`src/rtl/mem_pkg.sv`:
```
// Shared definitions for the data-memory access unit: request size codes,
// FSM state encoding and the fixed data width.
package mem_pkg;

  localparam int DATA_W = 32;
  localparam int LANES  = DATA_W / 8;

  localparam logic [1:0] SZ_BYTE = 2'b00;
  localparam logic [1:0] SZ_HALF = 2'b01;
  localparam logic [1:0] SZ_WORD = 2'b10;
  localparam logic [1:0] SZ_ILL  = 2'b11;

  typedef enum logic [2:0] {
    ST_IDLE   = 3'd0,
    ST_ACCESS = 3'd1,
    ST_WRITE  = 3'd2,
    ST_ERR    = 3'd3,
    ST_RESP   = 3'd4
  } mem_state_e;

endpackage

```
`src/rtl/mem_lane_logic.sv`:
```
// Byte-lane datapath: extracts and sign/zero-extends sub-word loads, and
// merges sub-word store data into the old RAM word. Purely combinational.
module mem_lane_logic
  import mem_pkg::*;
(
  input  logic [1:0]        size_i,
  input  logic [1:0]        lane_i,
  input  logic              signed_i,
  input  logic [DATA_W-1:0] rdata_i,
  input  logic [15:0]       wdata_i,
  output logic [DATA_W-1:0] load_o,
  output logic [DATA_W-1:0] merge_o
);

  logic [7:0]  byte_sel;
  logic [15:0] half_sel;

  // Select the addressed lane(s), extend for loads, replace for stores.
  always_comb begin
    byte_sel = rdata_i[7:0];
    case (lane_i)
      2'd1:    byte_sel = rdata_i[15:8];
      2'd2:    byte_sel = rdata_i[23:16];
      2'd3:    byte_sel = rdata_i[31:24];
      default: byte_sel = rdata_i[7:0];
    endcase
    half_sel = lane_i[1] ? rdata_i[31:16] : rdata_i[15:0];
    load_o   = rdata_i;
    merge_o  = rdata_i;
    case (size_i)
      SZ_BYTE: begin
        load_o = {{24{signed_i & byte_sel[7]}}, byte_sel};
        case (lane_i)
          2'd1:    merge_o[15:8]  = wdata_i[7:0];
          2'd2:    merge_o[23:16] = wdata_i[7:0];
          2'd3:    merge_o[31:24] = wdata_i[7:0];
          default: merge_o[7:0]   = wdata_i[7:0];
        endcase
      end
      SZ_HALF: begin
        load_o = {{16{signed_i & half_sel[15]}}, half_sel};
        if (lane_i[1]) merge_o[31:16] = wdata_i;
        else           merge_o[15:0]  = wdata_i;
      end
      default: ;
    endcase
  end

endmodule

```
`src/rtl/mem_access_unit.sv`:
```
// Initiator side of the single-port data RAM. Accepts one byte-addressed
// load/store at a time, does read-modify-write for sub-word stores and
// returns a response with an error flag for malformed requests.
//
// Handshakes: a transfer happens on a rising Clk edge where valid and ready
// are both 1. ReqReady is 1 only in IDLE. RspValid is 1 only in RESP, and
// RspData/RspErr are register outputs that hold until RspReady is seen.
module mem_access_unit
  import mem_pkg::*;
#(
  parameter int N = 5,
  parameter int M = 32
) (
  input  logic         Clk,
  input  logic         Rst_n,
  input  logic         ReqValid,
  output logic         ReqReady,
  input  logic         ReqWrite,
  input  logic [31:0]  ReqAddr,
  input  logic [1:0]   ReqSize,
  input  logic         ReqSigned,
  input  logic [M-1:0] ReqWData,
  output logic         RspValid,
  input  logic         RspReady,
  output logic [M-1:0] RspData,
  output logic         RspErr,
  output logic [N-1:0] MemAddr,
  output logic [M-1:0] MemDataIn,
  output logic         MemWR,
  input  logic [M-1:0] MemDataOut,
  output mem_state_e   DbgState
);

  mem_state_e   state_q, state_d;
  logic [N+1:0] addr_q, addr_d;
  logic [1:0]   size_q, size_d;
  logic         write_q, write_d;
  logic         signed_q, signed_d;
  logic [M-1:0] wdata_q, wdata_d;
  logic [M-1:0] old_q, old_d;
  logic [M-1:0] rsp_data_q, rsp_data_d;
  logic         rsp_err_q, rsp_err_d;

  logic         req_ok;
  logic [M-1:0] lane_rdata;
  logic [M-1:0] load_data;
  logic [M-1:0] merge_data;

  // Request legality: size code, natural alignment, and address inside RAM.
  assign req_ok = (ReqSize != SZ_ILL)
               && !(ReqSize == SZ_HALF && ReqAddr[0])
               && !(ReqSize == SZ_WORD && ReqAddr[1:0] != 2'b00)
               && ((ReqAddr >> (N + 2)) == 32'd0);

  // Loads extract from live RAM data; the merge step works on the saved word.
  assign lane_rdata = (state_q == ST_WRITE) ? old_q : MemDataOut;

  mem_lane_logic u_lane (
    .size_i   (size_q),
    .lane_i   (addr_q[1:0]),
    .signed_i (signed_q),
    .rdata_i  (lane_rdata),
    .wdata_i  (wdata_q[15:0]),
    .load_o   (load_data),
    .merge_o  (merge_data)
  );

  assign MemAddr  = addr_q[N+1:2];
  assign RspData  = rsp_data_q;
  assign RspErr   = rsp_err_q;
  assign DbgState = state_q;

  // State and request registers; reset aborts any operation in flight.
  always_ff @(posedge Clk or negedge Rst_n) begin
    if (!Rst_n) begin
      state_q    <= ST_IDLE;
      addr_q     <= '0;
      size_q     <= '0;
      write_q    <= 1'b0;
      signed_q   <= 1'b0;
      wdata_q    <= '0;
      old_q      <= '0;
      rsp_data_q <= '0;
      rsp_err_q  <= 1'b0;
    end else begin
      state_q    <= state_d;
      addr_q     <= addr_d;
      size_q     <= size_d;
      write_q    <= write_d;
      signed_q   <= signed_d;
      wdata_q    <= wdata_d;
      old_q      <= old_d;
      rsp_data_q <= rsp_data_d;
      rsp_err_q  <= rsp_err_d;
    end
  end

  // Next-state and output decode; RAM strobes depend on registered state only.
  always_comb begin
    state_d    = state_q;
    addr_d     = addr_q;
    size_d     = size_q;
    write_d    = write_q;
    signed_d   = signed_q;
    wdata_d    = wdata_q;
    old_d      = old_q;
    rsp_data_d = rsp_data_q;
    rsp_err_d  = rsp_err_q;
    ReqReady   = 1'b0;
    RspValid   = 1'b0;
    MemWR      = 1'b0;
    MemDataIn  = '0;
    case (state_q)
      ST_IDLE: begin
        ReqReady = 1'b1;
        if (ReqValid) begin
          addr_d   = ReqAddr[N+1:0];
          size_d   = ReqSize;
          write_d  = ReqWrite;
          signed_d = ReqSigned;
          wdata_d  = ReqWData;
          state_d  = req_ok ? ST_ACCESS : ST_ERR;
        end
      end
      ST_ACCESS: begin
        rsp_err_d = 1'b0;
        if (!write_q) begin
          rsp_data_d = load_data;
          state_d    = ST_RESP;
        end else if (size_q == SZ_WORD) begin
          MemWR      = 1'b1;
          MemDataIn  = wdata_q;
          rsp_data_d = '0;
          state_d    = ST_RESP;
        end else begin
          old_d   = MemDataOut;
          state_d = ST_WRITE;
        end
      end
      ST_WRITE: begin
        MemWR      = 1'b1;
        MemDataIn  = merge_data;
        rsp_data_d = '0;
        rsp_err_d  = 1'b0;
        state_d    = ST_RESP;
      end
      ST_ERR: begin
        rsp_data_d = '0;
        rsp_err_d  = 1'b1;
        state_d    = ST_RESP;
      end
      ST_RESP: begin
        RspValid = 1'b1;
        if (RspReady) state_d = ST_IDLE;
      end
      default: state_d = ST_IDLE;
    endcase
  end

endmodule
```
`config.mk`:
```
export PLATFORM = sky130hd
export DESIGN_NAME = mem_access_unit
export DESIGN_NICKNAME = d
export VERILOG_FILES = /design/src/rtl/mem_pkg.sv /design/src/rtl/mem_lane_logic.sv /design/src/rtl/mem_access_unit.sv
export SDC_FILE = /design/constraint.sdc
export NUM_CORES = 1
export LEC_CHECK = 0
export ABC_AREA = 1
export CORE_MARGIN = 3
export CORE_UTILIZATION = 53
export DETAILED_ROUTE_END_ITERATION = 8
export PLACE_DENSITY = 0.86
export REMOVE_ABC_BUFFERS = 1
export SYNTH_ARGS = -nofsm -noshare
export SYNTH_HDL_FRONTEND = slang
export SYNTH_SLANG_ARGS = --single-unit
```
`constraint.sdc`:
```
create_clock -name Clk -period 4.3 [get_ports Clk]
set_clock_uncertainty 0.15 [all_clocks]
set_input_delay 0.86 -clock Clk [delete_from_list [all_inputs] [get_ports Clk]]
set_output_delay 0.86 -clock Clk [all_outputs]
set_load 0.02 [all_outputs]
```
# Yosys cells after proc, flatten, opt, wreduce, memory -nomap -nowiden
# Cells that the tools add are included.
[word_totals] out_inout_bits=76 register_bits=111 inputBits=104 elab_cells=76
[classes] bitwise=3 mux=29 n_reduce_logical=20 n_eq_ne=15
[op_table] op="$pmux W32 S2" count=4
[op_table] op="$mux W32" count=5
[op_table] op="$mux W16" count=3
[op_table] op="$logic_not A32 Y1" count=1
[op_table] op="$mux W8" count=4
[op_table] op="$pmux W8 S3" count=1
[op_table] op="$mux W3" count=4
[op_table] op="$pmux W3 S4" count=1
[op_table] op="$eq A2 B2 Y1 const B" count=4
[op_table] op="$eq A2 B1 Y1 const B" count=3
[op_table] op="$eq A3 B2 Y1 const B" count=2
[op_table] op="$ne A2 B2 Y1 const B" count=3
[op_table] op="$reduce_and A2 Y1" count=3
[op_table] op="$reduce_bool A2 Y1" count=3
[op_table] op="$logic_and A1 B1 Y1" count=5
[op_table] op="$mux W1" count=4
[op_table] op="$pmux W1 S2" count=2
[op_table] op="$reduce_or A2 Y1" count=2
[op_table] op="$eq A3 B1 Y1 const B" count=1
[op_table] op="$eq A3 B3 Y1 const B" count=1
[op_table] op="$logic_not A3 Y1" count=1
[op_table] op="$ne A3 B3 Y1 const B" count=1
[op_table] op="$reduce_and A3 Y1" count=1
[op_table] op="$reduce_or A3 Y1" count=1
[op_table] op="5 further kinds" count=7

# Depth between registers and ports, before layout
# Gate-level depths: netlist of the first run.
[logic_depth] word_depth=9 depth_mapped=13 ltp_nobuf=12

# Cells and area by module
# A second synthesis of the first run with hierarchy kept.
[unflattened] cells_unflattened=1054 hier_area_um2=7153.1
[modules_own_cells] module="mem_access_unit" instances=1 cells_each=667 seq_area_each_um2=2777.7 area_each_um2=5215.0
[modules_own_cells] module="mem_lane_logic" instances=1 cells_each=387 seq_area_each_um2=0.0 area_each_um2=1938.1

# Worst setup path before layout of the first run
# Ideal clock, no wire load.
[synth_path] path_kind="reg-to-output" from="register state_q[0], in the netlist DbgState[0]" to="output port MemDataIn[30]" path_buffers=2 path_stages_with_launch=6 required_time_ns=3.290 t_arrival_ns=1.911 slack_ns=1.379 cell_sequence="dfrtp_1 > inv_2 > nand3_4 > buf_6 > buf_6 > o41ai_1"
[synth_between] elab_chain_len=5 word_cells_on_any_way=7 cone_classes="eq/ne: 2; mux: 5"
[synth_rtl] item="start, declared" line="mem_access_unit.sv:34" rtl="mem_state_e state_q, state_d;"
[synth_rtl] item="start signal, assigned" line="mem_access_unit.sv:86" rtl="state_q <= state_d;"
[synth_rtl] item="$eq A3 B2 Y1" line="mem_access_unit.sv:56, mem_access_unit.sv:113"
[synth_rtl] item="$mux W32" line="mem_access_unit.sv:56" rtl="assign lane_rdata = (state_q == ST_WRITE) ? old_q : MemDataOut;"
[synth_rtl] item="$mux W16 or $mux W8 (tied branches)" line="mem_lane_logic.sv:42, mem_lane_logic.sv:33"
[synth_rtl] item="$pmux W32 S2" line="mem_lane_logic.sv:30" rtl="case (size_i)"
[synth_rtl] item="$pmux W32 S2 (*)" line="mem_access_unit.sv:113" rtl="case (state_q)"
[synth_rtl] item="end, declared" line="mem_access_unit.sv:28" rtl="output logic [M-1:0] MemDataIn,"
# Mark *: on every way between the ends. The rest lies on a longest branch, timed or not.

# Final worst setup path of the first run
[layout_path] from="register addr_q[1]" to="output port MemDataIn[20]"
[layout_between] elab_chain_len=4 word_cells_on_any_way=5 cone_classes="eq/ne: 1; mux: 4"
[layout_rtl] item="start, declared" line="mem_access_unit.sv:35" rtl="logic [N+1:0] addr_q, addr_d;"
[layout_rtl] item="start signal, assigned" line="mem_access_unit.sv:87" rtl="addr_q <= addr_d;"
[layout_rtl] item="$eq A2 B2 Y1" line="mem_lane_logic.sv:33" rtl="case (lane_i)"
[layout_rtl] item="$mux W8" line="mem_lane_logic.sv:33"
[layout_rtl] item="$pmux W32 S2 (*)" line="mem_lane_logic.sv:30"
[layout_rtl] item="$pmux W32 S2 (*)" line="mem_access_unit.sv:113"
# Marked as above.

==> results.cfg, run 1 <==
[run_status]
outcome = completed

[global_route]
antenna_violations_before_repair = 1
grt.overflow.total = 0
first_global_vias = 6928
grt_first_pass_wirelength_um = 34800
grt_usage_pct = 30.7
grt_start_max_net_pins = 58

[routing]
remaining_drc_errors = 0
finalWirelength_um = 22100
routed-via-count = 7395
final_antenna_net_count = 0
via_per_inst = 5.51
wl_per_cell_um = 16.5
drt_iter0_markers = 794
detailedRoute.firstPassIterationCount = 9

[timing]
finalCritPeriodShare_pct = 96.6
grt_setup_unrepaired = false
timing.setup.tns_ns = 0
maxSlewViolCount = 0
clock.fmax_ghz = 0.241
slew-limit-headroom_pct = 27.9
max_slew.worst_pin.slew_ns = 1.08
period_needed_ns = 4.15
setup_violations = 0
final_hold_viol_count = 0

[critical_path]
crit_required_ns = 3.29
slowest_stage = sky130_fd_sc_hd__dfrtp_1
max_stage_delay_ns = 0.86
critical-path-top-cell-by-count = sky130_fd_sc_hd__o21ai_0
crit_path_end_kind = primary output
crit_fanout = 23
ff2ff_path_depth = 8
timing_worst_setup_path_type = register to primary output
timing.critical_path.cells = nand2_1 > o21ai_0 > a21oi_1 > o21ai_0 > clkdlybuf4s50_1
critPathArrivalTime_ns = 3.14
regToRegSetupSlack_ns = 1.43
critical_path_startpoint_category = register

[clocking]
clk_latency_ns = 0.36
tritoncts = done
cts_inserted_buffers = 9
tritoncts_num_sinks = 111
cts-root-to-sink-buffers = 2
cts_max_level = 3
cts.clk_slew.worst_paths_ns = 0.07
clk_root_buffer_cell = sky130_fd_sc_hd__clkbuf_16
postCtsSetupBuffers = 0

[placed_design]
gpl.final_weighted_congestion = 0.970
placed_cells = 1324
dp.final_hpwl_um = 15100
numPortBuffers = 179
dpl_cell_area_um2 = 8630

[power_and_ir_drop]
seq_power_share_pct = 29.9
power_density_nw_per_um2 = 706
power_switching_share_pct = 49.3
power_report.internal_total_uw = 3190
vdd_ir_drop_max_v = 0.000347
combinationalPowerShare_pct = 57.2
total_net_switching_power_uw = 3110
leakage_uw = 0.00447
clock_power_share_pct = 12.9
totalPowerFinal_uw = 6300

[synthesis]
synth.yosys.warnings = 0
synth_seq_cells = 111
syn_area_um2 = 6820
postSynthAreaPerCell_um2 = 6.67
post_synth_num_cell_types = 34
syn-instance-count = 1023
yosysSeqAreaShare_pct = 40.7

[floorplan]
pin_count = 180
die_width_um = 119
initial_utilization_pct = 55.4
std_cell_rows = 40
chipHeight_um = 119
floorplan.die_area_um2 = 14300
fp.coreArea_um2 = 12300

[finish]
stdcell_count = 1341
final_cell_area_um2 = 8930
share_of_layout_cells_above_drive_strength_1_pct = 4.52
area_growth_pct = 30.9
fin_util_pct = 72.5
antenna-diode-count = 0
nNetsFinal = 1272
nFillCells = 1040

[hold_path]
hold-path-cell-count = 2
min-delay-path-class = register to register

[flow_run]
cap_violations = 0
per-stage QoR:
step,hold WS (ns),setup slack [ns]
after floorplan,0.298,0.929
after global placement,0.311,0.531
after detailed placement,0.315,0.518
after CTS,0.334,0.218
after global routing,0.352,0.0144
final,0.331,0.148
power groups by stage:
stage               Clock [uW]  Combinational, uW  Sequential, uW
CTS                        827               3530            1860
global route               872               3960            1930
finish                     815               3600            1880
detailed placement           0               3510            1870
global placement             0               3440            1860
floorplan                    0               1940            2010
sequential cells by signal, indices dropped and copies added, names as in the netlist:
signal / flops
size_q: 2
DbgState: 3
signed_q: 1
RspErr: 1
RspData: 32
old_q: 32
write_q: 1
wdata_q: 32
addr_q: 7
cell usage after synthesis, drive strengths merged:
cell type	count	area share, %
nor3	5	0.61
a31oi	2	0.18
nand4	14	1.3
o41ai	1	0.13
and2	1	0.092
nand2	426	24
o31ai	3	0.33
nand3	31	2.7
nor4	5	0.46
buf	33	3.0
o211ai	12	1.3
a21oi	52	3.8
clkbuf	27	1.5
a211oi	2	0.22
o21ai	156	12
dfrtp	111	41
nor2	26	1.7
or2	1	0.092
o22ai	5	0.46
inv	110	6.1
kinds of logic (layout without fill, tap and decap cells):
logic type	after synthesis	in the layout	synth area share [%]
AND/OR/NAND/NOR	509	510	30.7
AO/OA/AOI/OAI	233	233	18.0
buffers and inverters	170	319	10.6
flip-flops	111	111	40.7
cells in the final DEF (no fill, tap or decap), drive strengths merged, types with 5 or more instances in the layout:
cell type and count:
inv 111, dfrtp 111, clkdlybuf4s50 178, nor3 5, nand4 14, a21oi 52, nor4 5, clkbuf 11
o21ai 156, buf 15, nand2 426, nand3 32, o22ai 5, nor2 26, o211ai 12
layout make-up:
cell class,instances,area [um^2],area share [%]
tap,168,210,2.35
timing repair buffer,193,1910,21.4
sequential,111,2780,31.1
multi-input combinational,743,3340,37.4
clock buffer,11,243,2.72
inverter,110,413,4.62
clock inverter,5,42.5,0.476
final timing paths:
path | startpoint | to
setup / recovery | addr_q[1] | MemDataIn[20]
min in group asynchronous | Rst_n | wdata_q[11]
hold / removal | wdata_q[26] | wdata_q[26]
setup reg to reg | addr_q[1] | RspData[25]
max in group asynchronous | Rst_n | signed_q
hold reg to reg | wdata_q[26] | wdata_q[26]
timing repair:
action / CTS / global route
endpoints found under the setup margin: 0 / 5
endpoints found under the hold margin: 0 / 0
resized for setup: 0 / 1
hold buffers: 0 / 0
critical path: cells and delay by family (launching register included):
family                 cells  cell delay [ns]
AOI/OAI and AO/OA          3             0.67
buffers and inverters      1             0.66
DFF                        1             0.86
and+or+nand+nor            1             0.59
layer usage:
metal  global-route usage [%]  wire length (um)  vias to the layer above
li1                         -                 -                     3563
met1                     40.3              8800                     3316
met2                     47.7              9890                      443
met3                     8.74              2570                       71
met4                     13.3               867                        2
met5                        0                11                        -
Power figures use the tool's default switching activity.
==> run 2: changes to the inputs <==
- TNS_END_PERCENT: not set -> 20
==> results of run 2 <==
The final DEF is identical to that of run 1; final timing and power are the same.
==> edit (settings of run 2) <==
Take the reset off `wdata_q` and load it in a clocked block of its own.
--- a/src/rtl/mem_access_unit.sv
+++ b/src/rtl/mem_access_unit.sv
@@ -79,5 +79,4 @@
       write_q    <= 1'b0;
       signed_q   <= 1'b0;
-      wdata_q    <= '0;
       old_q      <= '0;
       rsp_data_q <= '0;
@@ -89,9 +88,12 @@
       write_q    <= write_d;
       signed_q   <= signed_d;
-      wdata_q    <= wdata_d;
       old_q      <= old_d;
       rsp_data_q <= rsp_data_d;
       rsp_err_q  <= rsp_err_d;
     end
+  end
+
+  always_ff @(posedge Clk) begin
+    wdata_q <= wdata_d;
   end
 
Behaviour: no difference found for any inputs over 10 cycles, from zero or initial values and one cycle with Rst_n low; that may be too few to reach the edited logic, so the function may still have changed.
==> edit against run 2 <==
  * Design area is 1.8% lower
  * Sequential share of layout area is 2.4 points higher
  * Area after synthesis is 3.2% lower
  * Largest power group unchanged
  * Fmax is 2.1% lower
  * Wire length is 2.8% lower
  * Via count is 4.2% lower
  * Power is 0.53% higher
  * Critical endpoint is now MemDataIn[7]
  * Utilization is 0.12 points lower
  * Register-to-register slack hardly changed
  * Sequential cell count stayed put
  * Clock power is 2% higher
  * Worst hold slack worse by 0.0014 ns
  * Setup slack worse by 0.091 ns
  * Highest routed layer is now met4
==> edit: results (changes against run 2) <==
Routing
The via count of the routed design is 7085 (-4.2%). The per-cell via count in the routed design is 5.641 (+2.3%). The count of routing violations after the opening detailed-route iteration is 753 (-5.2%). The post-detailed-route wirelength per cell was 17.13 um (+3.8%).

The number of detailed-route iterations in the first pass came to 5 (-4).

Pwr
The switching share of power is 0.4899 (-0.003316). The worst IR drop on VDD is 0.4014 mV (+16%). The total leakage power is 4.046 nW (-9.4%).

Synthesis
In the post-synthesis netlist, the biggest area contributors are dfrtp_1, nand2_1, edfxtp_1, o21ai_0, inv_1. The number of enable flip-flop cells after synthesis came to 32 (+32). The average cell area after synthesis is 7.143 um2 (+7.1%). The commonest cells after synthesis are nand2_1, o21ai_0, inv_1.

The sequential cell area fraction in the yosys report came to 0.4446 (+0.03757). The number of unique standard cell types used by synthesis is 35 (+2.9%). The async set-or-reset flop fraction in the synthesized netlist is 0.7117 (-0.2883).

Critical path
The signal arrival time at the worst endpoint came to 3.23 ns (+0.09 ns). The peak fanout along the critical path is 25 (+8.7%).

Clocking
In this run the clock root is driven by a clkbuf_16. The buffers inserted during post-CTS setup optimization is 0 (unchanged). The clock latency reported for the late side of the worst-skew pair is 0.37 ns. The level count of the clock H-tree is 3 (unchanged). The number of buffers added by the clock tree synthesis step was 9 (unchanged). The clock transition at the registers of the reported paths is 0.08 ns.

Global routing
The number of antenna violations at the first check in global routing is 1 (unchanged). The number of global-route vias before repair is 6799 (-1.9%). The total track usage came to 0.3098 (+0.002369). The wire length of the first global-routing pass is 34080 um (-2.1%). The pin count of the biggest net entering global routing is 80 (+38%).

Place
The half-perimeter wire length of the detailed placement result is 14640 um (-2.8%). The weighted congestion at the end of routability-driven global placement is 0.9324 (-3.9%). The post-place instance area was 8477 um2 (-1.8%).

The worst setup slack after placement is 0.5094 ns (-0.009020 ns).

Final layout
The count of nets after finishing is 1186 (-6.8%). The final instance area is 8770 um2 (-1.8%). The ratio of cells with drive above 1 in the final layout was 0.05428 (+0.009095).

The number of fill cells in the layout is 952 (-8.5%).

Timing
The setup slack of the critical path after layout is 0.05719 ns (-0.09057 ns). The worst-margin pin slew is 1.025 ns (-0.05525 ns). The worst hold slack across all endpoints is 0.3291 ns (-0.001412 ns).

Outcome
The run finished with clean final reports.

Die
The core box area is 12110 um2 (-1.6%).
## edit: cell types whose count changed in the layout (fill, tap and decap cells not counted), moves of 8 or more
cell,change
nand2_1,-86
dfrtp_1,-32
edfxtp_1,+32
o21ai_0,-24
a211oi_1,+17
nor2_1,+17
inv_1,-15
o21ai_1,+11
clkinv_1,+8
## edit: path summary, 6_finish.rpt
kind	from	endpoint	cells after the start
worst max-delay path	size_q[0]$_DFFE_PN0P_	MemDataIn[7]	8
worst min-delay path	RspData[19]$_DFFE_PN0P_	RspData[19]$_DFFE_PN0P_	2
worst max register to register	DbgState[2]$_DFFE_PN0P_	RspData[26]$_DFFE_PN0P_	11
worst min register to register	RspData[19]$_DFFE_PN0P_	RspData[19]$_DFFE_PN0P_	2
max in group asynchronous	Rst_n	RspData[29]$_DFFE_PN0P_	1
min in group asynchronous	Rst_n	old_q[1]$_DFFE_PN0P_	1
## edit: logic make-up (layout without fill, tap and decap cells)
logic type	count (synthesis)	count (layout)	synth area share
simple gates	433	433	0.2672
compound gates	226	226	0.1869
buf+inv	155	317	0.1013
flops	111	111	0.4446
other cells	0	1	0
## edit: final cells by class
cell class                 instances  area share
antenna                            1   0.0002853
multi-input combinational        659      0.3427
clock buffer                      10     0.02725
timing repair buffer             196      0.2200
sequential                       111      0.3350
clock inverter                     6    0.005850
inverter                         105     0.04494
tap                              168     0.02397
## edit: per-layer routing
| metal | GRT usage | routed length, um | vias to the layer above |
|---|---|---|---|
| met2 | 0.5027 | 9954 | 487 |
| li1 | - | - | 3323 |
| met1 | 0.3939 | 8304 | 3213 |
| met4 | 0.1231 | 681 | 0 |
| met5 | 0 | 0 | - |
| met3 | 0.08602 | 2580 | 62 |
## edit: worst max-delay path, stage by stage (launching register included)
cell and delay, ns:
dfrtp_1 0.42, inv_1 0.11, nor2_1 0.65, inv_2 0.47
a21oi_1 0.24, o21ai_0 0.16, nand4_1 0.11, o21ai_0 0.14
clkdlybuf4s50_1 0.57
## edit: power by group through the flow
stage | logic [mW] | registers [mW] | clock network, mW
final | 3.65 | 1.85 | 0.830
after global routing | 3.97 | 1.90 | 0.872
after CTS | 3.59 | 1.84 | 0.831
after detailed placement | 3.57 | 1.85 | 0
after global placement | 3.48 | 1.84 | 0
after floorplan | 1.89 | 2.02 | 0
